$ cat config.mk
export PLATFORM = sky130hd
export DESIGN_NAME = pio_fifo
export DESIGN_NICKNAME = d
export VERILOG_FILES = /design/src/rtl/pio_fifo_pkg.sv /design/src/rtl/pio_fifo_ptr.sv /design/src/rtl/pio_fifo.sv
export SDC_FILE = /design/constraint.sdc
export NUM_CORES = 1
export LEC_CHECK = 0
export CAP_MARGIN = 20
export CORE_AREA = 2 2 216 154
export DETAILED_ROUTE_END_ITERATION = 8
export DIE_AREA = 0 0 218 156
export GPL_TIMING_DRIVEN = 0
export PLACE_DENSITY_LB_ADDON = 0.15
export SKIP_LAST_GASP = 1
export SLEW_MARGIN = 10
export SYNTH_ARGS = -nofsm -noshare
export SYNTH_HDL_FRONTEND = slang
export SYNTH_SLANG_ARGS = --single-unit
$ cat constraint.sdc
create_clock -name clk -period 4.8 [get_ports clk]
set_input_delay 0.72 -clock clk [delete_from_list [all_inputs] [get_ports clk]]
set_output_delay 0.72 -clock clk [all_outputs]
set_load 0.02 [all_outputs]
$ cat src/rtl/pio_fifo_pkg.sv
// Shared constants and types for the PIO TX/RX FIFO pair.
package pio_pkg;

    // Default data word width.
    localparam int WIDTH = 32;

    // Default entries per FIFO when the pair is not joined.
    localparam int DEPTH = 4;

    // A level must be able to count 0..2*DEPTH inclusive.
    localparam int LEVEL_W = $clog2(2 * DEPTH) + 1;

    typedef logic [LEVEL_W-1:0] level_t;

    // How the shared storage is split between the two FIFOs.
    typedef enum logic [1:0] {
        SPLIT   = 2'd0,
        JOIN_TX = 2'd1,
        JOIN_RX = 2'd2
    } join_mode_e;

    // join_tx dominates; join_rx only counts when join_tx is low.
    function automatic join_mode_e join_decode(input logic join_tx, input logic join_rx);
        if (join_tx) begin
            return JOIN_TX;
        end
        if (join_rx) begin
            return JOIN_RX;
        end
        return SPLIT;
    endfunction

endpackage

$ cat src/rtl/pio_fifo_ptr.sv
// Pointer, level and flag bookkeeping for one FIFO living in a slice of the
// shared storage array. The slice is described by a base offset and a
// capacity; both come from the join decode in the parent and may change only
// on an edge that also clears this FIFO.
module pio_fifo_ptr #(
    parameter int DEPTH = 4,
    localparam int AW = $clog2(2 * DEPTH),
    localparam int LW = AW + 1
) (
    input  logic          clk_i,
    input  logic          reset_n_i,
    input  logic          clear_i,
    input  logic          en_i,
    input  logic [LW-1:0] cap_i,
    input  logic [AW-1:0] base_i,
    input  logic          wr_req_i,
    input  logic          rd_req_i,
    output logic          wr_accept_o,
    output logic [AW-1:0] wr_addr_o,
    output logic [AW-1:0] rd_addr_o,
    output logic [LW-1:0] level_o,
    output logic          empty_o,
    output logic          full_o
);

    logic [AW-1:0] rptr_q;
    logic [AW-1:0] rptr_d;
    logic [AW-1:0] wptr_q;
    logic [AW-1:0] wptr_d;
    logic [LW-1:0] level_q;
    logic [LW-1:0] level_d;
    logic          empty_q;
    logic          full_q;
    logic          rd_take;

    // Advance a pointer, wrapping at the current capacity rather than at a
    // power of two so the same logic serves DEPTH and 2*DEPTH slices.
    function automatic logic [AW-1:0] wrap_inc(input logic [AW-1:0] p, input logic [LW-1:0] cap);
        if ({1'b0, p} == cap - 1'b1) begin
            return '0;
        end
        return p + 1'b1;
    endfunction

    // A pop needs a non-empty FIFO; a write needs room or a same-cycle pop.
    // A clear suppresses both so nothing moves on a flush edge.
    assign rd_take     = en_i && rd_req_i && !empty_q && !clear_i;
    assign wr_accept_o = en_i && wr_req_i && (!full_q || rd_take) && !clear_i;

    // Next-state pointers and level.
    always_comb begin
        rptr_d  = rptr_q;
        wptr_d  = wptr_q;
        level_d = level_q;
        if (clear_i) begin
            rptr_d  = '0;
            wptr_d  = '0;
            level_d = '0;
        end else begin
            if (rd_take) begin
                rptr_d = wrap_inc(rptr_q, cap_i);
            end
            if (wr_accept_o) begin
                wptr_d = wrap_inc(wptr_q, cap_i);
            end
            case ({wr_accept_o, rd_take})
                2'b10:   level_d = level_q + 1'b1;
                2'b01:   level_d = level_q - 1'b1;
                default: level_d = level_q;
            endcase
        end
    end

    // Pointer/level state, with flags registered from the next-state level
    // so they are exact right after each edge.
    always_ff @(posedge clk_i or negedge reset_n_i) begin
        if (!reset_n_i) begin
            rptr_q  <= '0;
            wptr_q  <= '0;
            level_q <= '0;
            empty_q <= 1'b1;
            full_q  <= 1'b0;
        end else begin
            rptr_q  <= rptr_d;
            wptr_q  <= wptr_d;
            level_q <= level_d;
            empty_q <= (level_d == '0);
            full_q  <= (level_d == cap_i);
        end
    end

    assign wr_addr_o = base_i + wptr_q;
    assign rd_addr_o = base_i + rptr_q;
    assign level_o   = level_q;

    // A disabled FIFO looks both empty and full to everyone.
    assign empty_o = empty_q || !en_i;
    assign full_o  = full_q || !en_i;

endmodule

$ cat src/rtl/pio_fifo.sv
// TX/RX FIFO pair between the host bus and one PIO state machine.
// TX: host writes, machine pulls. RX: machine pushes, host reads.
// Both FIFOs share one 2*DEPTH array; a join lends all of it to one side.
module pio_fifo
    import pio_pkg::*;
#(
    parameter int WIDTH = pio_pkg::WIDTH,
    parameter int DEPTH = pio_pkg::DEPTH
) (
    input  logic                      clk,
    input  logic                      reset_n,
    input  logic                      flush,
    input  logic                      join_tx,
    input  logic                      join_rx,
    input  logic                      tx_wr,
    input  logic [WIDTH-1:0]          tx_wdata,
    output logic                      tx_full,
    output logic [$clog2(2*DEPTH):0]  tx_level,
    input  logic                      rx_rd,
    output logic [WIDTH-1:0]          rx_rdata,
    output logic                      rx_empty,
    output logic [$clog2(2*DEPTH):0]  rx_level,
    input  logic                      pull,
    output logic [WIDTH-1:0]          dout,
    output logic                      empty,
    input  logic                      push,
    input  logic [WIDTH-1:0]          din,
    output logic                      full,
    output logic                      tx_over,
    output logic                      rx_under,
    input  logic                      err_clr
);

    localparam int AW = $clog2(2 * DEPTH);
    localparam int LW = AW + 1;

    logic [WIDTH-1:0] mem_q [2*DEPTH];

    join_mode_e    mode_cur;
    join_mode_e    mode_q;
    join_mode_e    mode_eff;
    logic          mode_vld_q;
    logic          mode_chg;
    logic          flush_eff;

    logic          tx_en;
    logic          rx_en;
    logic [LW-1:0] tx_cap;
    logic [LW-1:0] rx_cap;
    logic [AW-1:0] rx_base;

    logic          tx_acc;
    logic [AW-1:0] tx_waddr;
    logic [AW-1:0] tx_raddr;
    logic          rx_acc;
    logic [AW-1:0] rx_waddr;
    logic [AW-1:0] rx_raddr;

    logic          tx_over_q;
    logic          tx_over_d;
    logic          rx_under_q;
    logic          rx_under_d;

    // Join decode. Until the first edge after reset the registered mode is
    // not yet loaded, so the live inputs stand in for it; after that any
    // difference between live and registered mode is a mode change.
    assign mode_cur  = join_decode(join_tx, join_rx);
    assign mode_eff  = mode_vld_q ? mode_q : mode_cur;
    assign mode_chg  = mode_vld_q && (mode_cur != mode_q);
    assign flush_eff = flush || mode_chg;

    assign tx_en   = (mode_eff != JOIN_RX);
    assign rx_en   = (mode_eff != JOIN_TX);
    assign tx_cap  = (mode_eff == JOIN_TX) ? LW'(2 * DEPTH) : LW'(DEPTH);
    assign rx_cap  = (mode_eff == JOIN_RX) ? LW'(2 * DEPTH) : LW'(DEPTH);
    assign rx_base = (mode_eff == JOIN_RX) ? '0 : AW'(DEPTH);

    // Registered join mode, used to detect mode changes.
    always_ff @(posedge clk or negedge reset_n) begin
        if (!reset_n) begin
            mode_q     <= SPLIT;
            mode_vld_q <= 1'b0;
        end else begin
            mode_q     <= mode_cur;
            mode_vld_q <= 1'b1;
        end
    end

    pio_fifo_ptr #(.DEPTH(DEPTH)) u_tx_ptr (
        .clk_i       (clk),
        .reset_n_i   (reset_n),
        .clear_i     (flush_eff),
        .en_i        (tx_en),
        .cap_i       (tx_cap),
        .base_i      ('0),
        .wr_req_i    (tx_wr),
        .rd_req_i    (pull),
        .wr_accept_o (tx_acc),
        .wr_addr_o   (tx_waddr),
        .rd_addr_o   (tx_raddr),
        .level_o     (tx_level),
        .empty_o     (empty),
        .full_o      (tx_full)
    );

    pio_fifo_ptr #(.DEPTH(DEPTH)) u_rx_ptr (
        .clk_i       (clk),
        .reset_n_i   (reset_n),
        .clear_i     (flush_eff),
        .en_i        (rx_en),
        .cap_i       (rx_cap),
        .base_i      (rx_base),
        .wr_req_i    (push),
        .rd_req_i    (rx_rd),
        .wr_accept_o (rx_acc),
        .wr_addr_o   (rx_waddr),
        .rd_addr_o   (rx_raddr),
        .level_o     (rx_level),
        .empty_o     (rx_empty),
        .full_o      (full)
    );

    // Shared storage. The two write ports never alias: in split mode they
    // own different halves, in a joined mode only one side is enabled.
    always_ff @(posedge clk) begin
        if (tx_acc) begin
            mem_q[tx_waddr] <= tx_wdata;
        end
        if (rx_acc) begin
            mem_q[rx_waddr] <= din;
        end
    end

    // Show-ahead heads; an empty FIFO reads as zero.
    assign dout     = empty    ? '0 : mem_q[tx_raddr];
    assign rx_rdata = rx_empty ? '0 : mem_q[rx_raddr];

    // Sticky error flags: a set beats err_clr, and a flush freezes both.
    always_comb begin
        tx_over_d  = tx_over_q;
        rx_under_d = rx_under_q;
        if (!flush_eff) begin
            if (tx_wr && !tx_acc) begin
                tx_over_d = 1'b1;
            end else if (err_clr) begin
                tx_over_d = 1'b0;
            end
            if (rx_rd && rx_empty) begin
                rx_under_d = 1'b1;
            end else if (err_clr) begin
                rx_under_d = 1'b0;
            end
        end
    end

    // Error flag registers.
    always_ff @(posedge clk or negedge reset_n) begin
        if (!reset_n) begin
            tx_over_q  <= 1'b0;
            rx_under_q <= 1'b0;
        end else begin
            tx_over_q  <= tx_over_d;
            rx_under_q <= rx_under_d;
        end
    end

    assign tx_over  = tx_over_q;
    assign rx_under = rx_under_q;

endmodule

Word level (Yosys, flattened, before mapping) --
Memories as Yosys holds them, arrays and structs flattened. Cells that the tools add are included.
Word-level totals: flip-flop bits (word level) 29, memory bits (writable) 256, input port bits 74, logic and storage cells 135, memories kept 1
Memories:
- mem_q | words 8, bits a word 32, read ports 2, clocked after Yosys merged registers in 0, write ports 2, RTL line pio_fifo.sv:37 | logic [WIDTH-1:0] mem_q [2*DEPTH];
Operators by class: add/sub/neg operators 12, eq/ne operators 15, multiplexer cells 52, bitwise logic cells 1, reductions and logical operators 40
Operators by type and width (number):
- $mux 32 | 2
- $mux 3 | 17
- $mux 1 | 22
- $eq 3x4->1 | 4
- $mux 4 | 4
- $pmux 4 s2 | 2
- $sub 4x1->4 const B | 4
- $logic_and 1x1->1 | 15
- $add 3x1->3 const B | 4
- $reduce_bool 2->1 | 6
- $mux 2 | 5
- $add 4x1->4 const B | 2
- $eq 4x4->1 | 2
- $logic_not 1->1 | 8
- $logic_not 4->1 | 2
- $logic_or 1x1->1 | 7
- $add 3x3->3 | 2
- $eq 2x1->1 const B | 3
- $eq 2x2->1 const B | 3
- $reduce_and 2->1 | 2
- $ne 2x1->1 const B | 1
- $ne 2x2->1 | 1
- $ne 2x2->1 const B | 1
- $not 1->1 | 1

Longest topological paths before layout --
Gate-level depths: netlist of the first run.
depth after elaboration 17, gate-level depth with buffers 13, depth with buffers taken out 12

By module --
A second synthesis of the first run with hierarchy kept.
Unflattened totals: cell total of the unflattened synthesis 1054, area, all modules 17011.3 um2
By module, submodules not included:
- pio_fifo | times used 1, cells an instance 835, area each 14958.1 um2
- pio_fifo_ptr (u_rx_ptr) | times used 1, cells an instance 110, area each 1036.0 um2
- pio_fifo_ptr (u_tx_ptr) | times used 1, cells an instance 109, area each 1017.2 um2

Least setup slack after synthesis of the first run --
Ideal clock, no wire load.
path kind input-to-reg, start point in join_rx, end point mem mem_q[0][0] (enable), arrival 4.173 ns, slack 0.157 ns, stages on the path 4, cells stage by stage nor3b_2 > a2111o_1 > or3_1 > o31ai_1
RTL lines:
- start, declared | RTL line pio_fifo.sv:14 | input logic join_rx,
- end, declared | RTL line pio_fifo.sv:37

Final worst setup path of the first run --
start point in join_tx, end point out rx_rdata[20]
On the way: longest elaborated chain between the ends 8, elaborated cells on any way between the ends 11, those cells by class add/sub (1); eq/ne (2); mux (5); reduce/logical (2); memory (1)
RTL lines:
- start, declared | RTL line pio_fifo.sv:13 | input logic join_tx,
- $mux 1 (*) | RTL line pio_fifo_pkg.sv:24 | if (join_tx) begin
- $mux 2 (*) | RTL line pio_fifo_pkg.sv:27 | if (join_rx) begin
- $mux 2 (*) | RTL line pio_fifo.sv:68 | assign mode_eff = mode_vld_q ? mode_q : mode_cur;
- $eq 2x2->1 | RTL line pio_fifo.sv:76 | assign rx_base = (mode_eff == JOIN_RX) ? '0 : AW'(DEPTH);
- $mux 3 | RTL line pio_fifo.sv:76
- $add 3x3->3 | RTL line pio_fifo_ptr.sv:93 | assign rd_addr_o = base_i + rptr_q;
- $mem_v2 8x32
- $mux 32 (*) | RTL line pio_fifo.sv:136 | assign rx_rdata = rx_empty ? '0 : mem_q[rx_raddr];
- end, declared | RTL line pio_fifo.sv:20 | output logic [WIDTH-1:0] rx_rdata,
Every way passes the cells marked *; elsewhere a longest branch is shown, timed or not.

==> flow_metrics.tcl, run 1 <==
set metrics [dict create \
    wl_um 47800 \
    irDropWorstVdd_mv 0.219 \
    cts_made_buffers 29 \
    globalRouteTotalUtil 0.287 \
    antenna_found_initial 3 \
    io_buffer_count 151 \
    status "finished clean" \
    drv_slew 0 \
    synth_edf_count 256 \
    ant_nets 0 \
    yosysSeqAreaShare 0.501 \
    synth_top_flop_cell "edfxtp_1" \
    rows 55 \
    place_ws_ps -182 \
    num-fill-cells 2382 \
    synth.distinct_cells 60 \
    clock_path_buffers 3 \
    grt_pass1_vias 11400 \
    vias 11000 \
    avgViaCountPerCell 6.35 \
    final_hold_viol_count 0 \
    cp-end-kind "output pin" \
    timing.fmax_ghz 0.216 \
    wl_per_cell_um 27.5 \
    post-dp-hpwl_um 32200 \
    slew_headroom 0.277 \
    period_needed_ps 4630 \
    nets 1370 \
    place_area_um2 19200 \
    arrival_ps 3910 \
    area_delta_synth_final_pct 20.7 \
    cpMostUsedCell "clkdlybuf4s50_1" \
    cpLargestDelayFamily "buffers and inverters" \
    final_common_cell "edfxtp_1" \
    crit_type "in2out" \
    synth_fp_nets 1170 \
    yosysWarningCount 0 \
    route.detailed.drc 0 \
    dieArea_um2 34000 \
    critPathBufInv 3 \
    start_kind "input pin" \
    design_area_um2 20300 \
    final_layout_size_suffix_gt1_frac 0.385 \
    critPathMaxFanout 10 \
    cp_cell_sequence "clkdlybuf4s50_1, nor3b_2, nor2_2, xnor2_2, clkbuf_1, nand2_1, a21oi_1, clkdlybuf4s50_1" \
    drv_cap 0 \
    power.total_mw 5.80 \
    synth-async-reset-ratio 0.102 \
    period_share 0.965 \
    ctsRootBufferMaster "clkbuf_16" \
    final_cell_mix "256 x edfxtp_1, 217 x mux2_2, 150 x clkdlybuf4s50_1, 128 x mux4_2, 79 x nand2_1" \
    grt_pass1_wl_um 71200 \
    worstMarginPinSlew_ps 1080 \
    die_x_um 218 \
    worstReg2RegStart "mode_q[1]$_DFF_PN0_" \
    min_path_type "in2async" \
    grt.overflow.total 0 \
    clk_pin_slew_ps 60 \
    cp.required_ps 4080 \
    drt-initial-drc-count 1291 \
    p_leak_nw 6.78 \
    startpoint "join_tx" \
    grt_max_degree 30 \
    place_congestion 0.799 \
    rsz0062_at_grt "false" \
    worst_slack_ps 168 \
    ys_seq_elements 285 \
    cts_tree "built" \
    io_pins 152 \
    power_density_nw_per_um2 286 \
    coreArea_um2 31900 \
    setup_viol 0 \
    clkLatencyLatePin_ps 560 \
    initial_core_util 0.526 \
    firstDrtPassIters 5 \
    htreeDepth 1 \
    die_h_um 156 \
    synth_cells 1086 \
    netlist_area_um2 16800 \
    avgSynthCellArea_um2 15.5 \
    crit_slowest_cell "clkdlybuf4s50_1" \
    skew_ps 8.25 \
    cts.sinks 285 \
    cpPeakStageDelay_ps 650 \
]
## state kept, by name (all words and copies together) (netlist names)
register,flops
u_rx_ptr.empty_q,1
mode_q,2
mode_vld_q,1
mem_q,256
u_tx_ptr.full_q,1
u_tx_ptr.wptr_q,3
u_rx_ptr.rptr_q,3
u_rx_ptr.full_q,1
u_rx_ptr.wptr_q,3
u_tx_ptr.empty_q,1
u_tx_ptr.level_o,4
tx_over,1
u_rx_ptr.level_o,4
rx_under,1
u_tx_ptr.rptr_q,3
## cells by family (layout without fill, tap and decap cells)
family | Yosys count | in the layout | share of synthesized area
XOR/XNOR | 15 | 15 | 0.00939
other | 1 | 3 | 0.000223
AO/OA/AOI/OAI | 77 | 77 | 0.0283
AND/OR/NAND/NOR | 186 | 186 | 0.0534
multiplexers | 426 | 426 | 0.375
flip-flops | 285 | 285 | 0.501
adder cells (fa/ha/maj) | 10 | 10 | 0.00745
buffers and inverters | 86 | 307 | 0.0248
## final timing paths
check | to | slack [ps] | cells past startpoint
worst max-delay path | rx_rdata[20] | 170 | 8
worst min-delay path | u_rx_ptr.level_o[0]$_DFF_PN0_ | 190 | 1
worst max register to register | u_rx_ptr.full_q$_DFF_PN0_ | 990 | 13
worst min register to register | tx_over$_DFFE_PN0P_ | 500 | 1
max in group asynchronous | u_rx_ptr.rptr_q[0]$_DFFE_PN0P_ | 4170 | 1
min in group clk | tx_over$_DFFE_PN0P_ | 500 | 1
## Yosys cell counts (3+ instances only)
cell type	instances	area [µm²]
a21oi_1	46	230
mux2_1	9	101
dfrtp_1	27	676
nand2_1	79	297
nand3b_1	4	30.0
nand2b_1	4	25.0
mux4_2	128	2880
buf_1	4	15.0
inv_1	7	26.3
nor2b_1	5	31.3
buf_2	27	135
buf_6	7	78.8
a211o_1	4	35.0
mux2_4	30	450
nand3_1	6	30.0
o21ai_0	9	45.0
xor2_1	6	52.6
nor2_1	61	229
mux2i_1	42	420
or3_1	3	18.8
nor3_1	3	15.0
edfxtp_1	256	7690
ha_1	10	125
clkbuf_1	38	143
xnor2_1	7	61.3
mux2_2	217	2440
## through the flow
| step | hold WS (ps) | TNS [ps] | cells | util |
|---|---|---|---|---|
| after floorplan | 424 | 0 | 1086 | - |
| after global placement | 481 | -662910 | 1664 | 0.590 |
| after detailed placement | 488 | -947 | 1680 | 0.603 |
| after CTS | 207 | 0 | 1732 | 0.633 |
| after global routing | 249 | 0 | 1736 | 0.635 |
| final | 194 | 0 | 1736 | 0.635 |
## layout make-up
class	instances	area, µm²	area share
diodes	2	5.00	0.000247
inverters	8	30.0	0.00148
repair buffers	169	1860	0.0919
clock inverters	23	230	0.0114
well taps	427	534	0.0264
plain buffers	78	392	0.0193
clock buffers	29	726	0.0358
flip-flops and latches	285	8420	0.415
multi-input cells	715	8070	0.398
## routing by layer
| layer | track usage | wire [µm] | up-vias |
|---|---|---|---|
| met1 | 0.423 | 20500 | 5650 |
| li1 | - | - | 4743 |
| met4 | 0.0752 | 1220 | 0 |
| met5 | 0 | 0 | - |
| met3 | 0.0546 | 4240 | 82 |
| met2 | 0.440 | 21900 | 540 |
## repair_timing
item,4_1_cts,5_1_grt
setup buffers,0,0
setup endpoints to repair,16,1
hold buffers,0,0
resized for setup,5,1
## report_power, final
group	internal [mW]	total (mW)	switching [mW]	leakage, nW
Combinational	0.327	0.666	0.339	3.61
Clock	1.36	2.35	0.990	0.471
Sequential	2.76	2.79	0.0260	2.70
(Power assumes the default switching activity.)
==> run 2, diff against run 1 <==
- CORE_AREA: 2 2 216 154 -> 2 2 223 159
- DIE_AREA: 0 0 218 156 -> 0 0 225 161
- GPL_ROUTABILITY_DRIVEN: default -> 1
==> flow_metrics.tcl, run 2 (synthesized netlist as in run 1, its figures left out) <==
set metrics [dict create \
    final_layout_size_suffix_gt1_frac 0.385 \
    cts_tree "built" \
    globalRouteTotalUtil 0.271 \
    wl_um 48700 \
    die_h_um 161 \
    io_pins 152 \
    clk_pin_slew_ps 60 \
    cp-end-kind "output pin" \
    route.detailed.drc 0 \
    finalNonFillerCells 1751 \
    dp.cells 1694 \
    grt_max_degree 30 \
    coreArea_um2 34200 \
    firstDrtPassIters 5 \
    cts_made_buffers 30 \
    final_common_cell "edfxtp_1" \
    grt.overflow.total 0 \
    wl_per_cell_um 27.8 \
    final_cell_mix "256 x edfxtp_1, 217 x mux2_2, 150 x clkdlybuf4s50_1, 128 x mux4_2, 79 x nand2_1" \
    diodes 0 \
    hold_buffers 0 \
    drt-initial-drc-count 1073 \
    avgViaCountPerCell 6.27 \
    timing.fmax_ghz 0.211 \
    crit_slowest_cell "clkdlybuf4s50_1" \
    place_congestion 0.790 \
    clkLatencyLatePin_ps 570 \
    cpPeakStageDelay_ps 680 \
    slew_headroom 0.251 \
    p_leak_nw 6.82 \
    period_share 0.987 \
    grt_pass1_vias 11100 \
    start_kind "input pin" \
    rsz0062_at_grt "true" \
    vias 11000 \
    nets 1369 \
    cts.sinks 285 \
    post-cts-setup-buffers 0 \
    cp.required_ps 4080 \
    period_needed_ps 4740 \
    arrival_ps 4020 \
    cp_cell_sequence "clkdlybuf4s50_1, nor3b_2, nor2_2, xnor2_2, buf_1, nand2_1, a21oi_1, clkdlybuf4s50_1" \
    largest_register_ff_count 256 \
    die_x_um 225 \
    drv_slew 0 \
    post-dp-hpwl_um 32100 \
    power.total_mw 5.94 \
    status "finished clean" \
    critPathMaxFanout 10 \
    io_buffer_count 151 \
    final_hold_viol_count 0 \
    cpMostUsedCell "clkdlybuf4s50_1" \
    setup_viol 0 \
    htreeDepth 1 \
    dieArea_um2 36200 \
    top_register "mem_q" \
    crit_type "in2out" \
    drv_cap 0 \
    skew_ps 10.4 \
    ctsRootBufferMaster "clkbuf_16" \
    min_path_type "in2async" \
    irDropWorstVdd_mv 0.263 \
    worstMarginPinSlew_ps 1120 \
    initial_core_util 0.491 \
    rows 57 \
    clock_path_buffers 3 \
    ant_nets 0 \
    antenna_found_initial 0 \
    power_density_nw_per_um2 292 \
    area_delta_synth_final_pct 21.3 \
    grt_pass1_wl_um 71700 \
]
[run 2: cell types whose count changed in the layout (fill, tap and decap cells not counted), moves of 2 or more]
| cell | previous run | this run |
|---|---|---|
| buf_12 | 1 | 3 |
| bufinv_16 | 5 | 3 |
| buf_8 | 8 | 5 |
| clkinv_2 | 7 | 3 |
| inv_4 | 0 | 3 |
| buf_6 | 9 | 7 |
| clkinv_1 | 11 | 9 |
| diode_2 | 2 | 0 |
| clkbuf_1 | 34 | 36 |
| clkbuf_16 | 29 | 34 |
[run 2: final cells by class]
cell class / count / area, µm²
clock inverter: 18 / 165
buffer: 78 / 392
inverter: 8 / 30.0
multi-input combinational: 715 / 8070
sequential: 285 / 8420
clock buffer: 38 / 876
tap: 442 / 553
fill: 2709 / 13800
timing repair buffer: 167 / 1860
[run 2: through the flow]
stage,hold slack [ps],cell area [µm²],setup slack [ps],TNS (ps),util
floorplan,424,16800,157,0,-
global placement,480,18900,-3450,-720310,0.552
detailed placement,484,19300,-327,-3140,0.564
CTS,197,20300,43.2,0,0.595
global route,238,20400,-52.9,-91.3,0.596
finish,181,20400,61.4,0,0.596
[run 2: layer usage]
metal	part of all wire	GRT usage	vias up
li1	-	-	4736
met1	0.43	0.398	5705
met2	0.46	0.421	461
met3	0.084	0.0515	72
met4	0.020	0.0587	2
met5	0.0015	0.0148	-
[run 2: repair_timing]
action | in CTS | in global routing
setup endpoints to repair | 30 | 9
gates resized for setup | 3 | 7
pin swaps | 0 | 0
endpoints found under the hold margin | 0 | 0
[run 2: worst max-delay path: cells and delay by family]
family          cells  cell delay, ps
buf+inv             3            1840
xor+xnor            1             450
simple gates        3             640
compound gates      1             360
[run 2: worst paths after layout]
| path | startpoint | to | slack [ps] | cells after the start |
|---|---|---|---|---|
| worst max-delay path | join_tx | rx_rdata[1] | 60 | 8 |
| worst max register to register | mode_q[1]$_DFF_PN0_ | u_rx_ptr.full_q$_DFF_PN0_ | 990 | 13 |
| worst min-delay path | reset_n | u_rx_ptr.level_o[0]$_DFF_PN0_ | 180 | 1 |
| min in group clk | tx_over$_DFFE_PN0P_ | tx_over$_DFFE_PN0P_ | 500 | 1 |
| max in group asynchronous | reset_n | tx_over$_DFFE_PN0P_ | 4180 | 1 |
| worst min register to register | tx_over$_DFFE_PN0P_ | tx_over$_DFFE_PN0P_ | 500 | 1 |
[run 2: where the power goes]
part	leakage, nW	internal (mW)	switching, mW
Clock	0.516	1.45	1.04
Combinational	3.60	0.331	0.340
Sequential	2.70	2.76	0.0263
Total	6.82	4.54	1.40
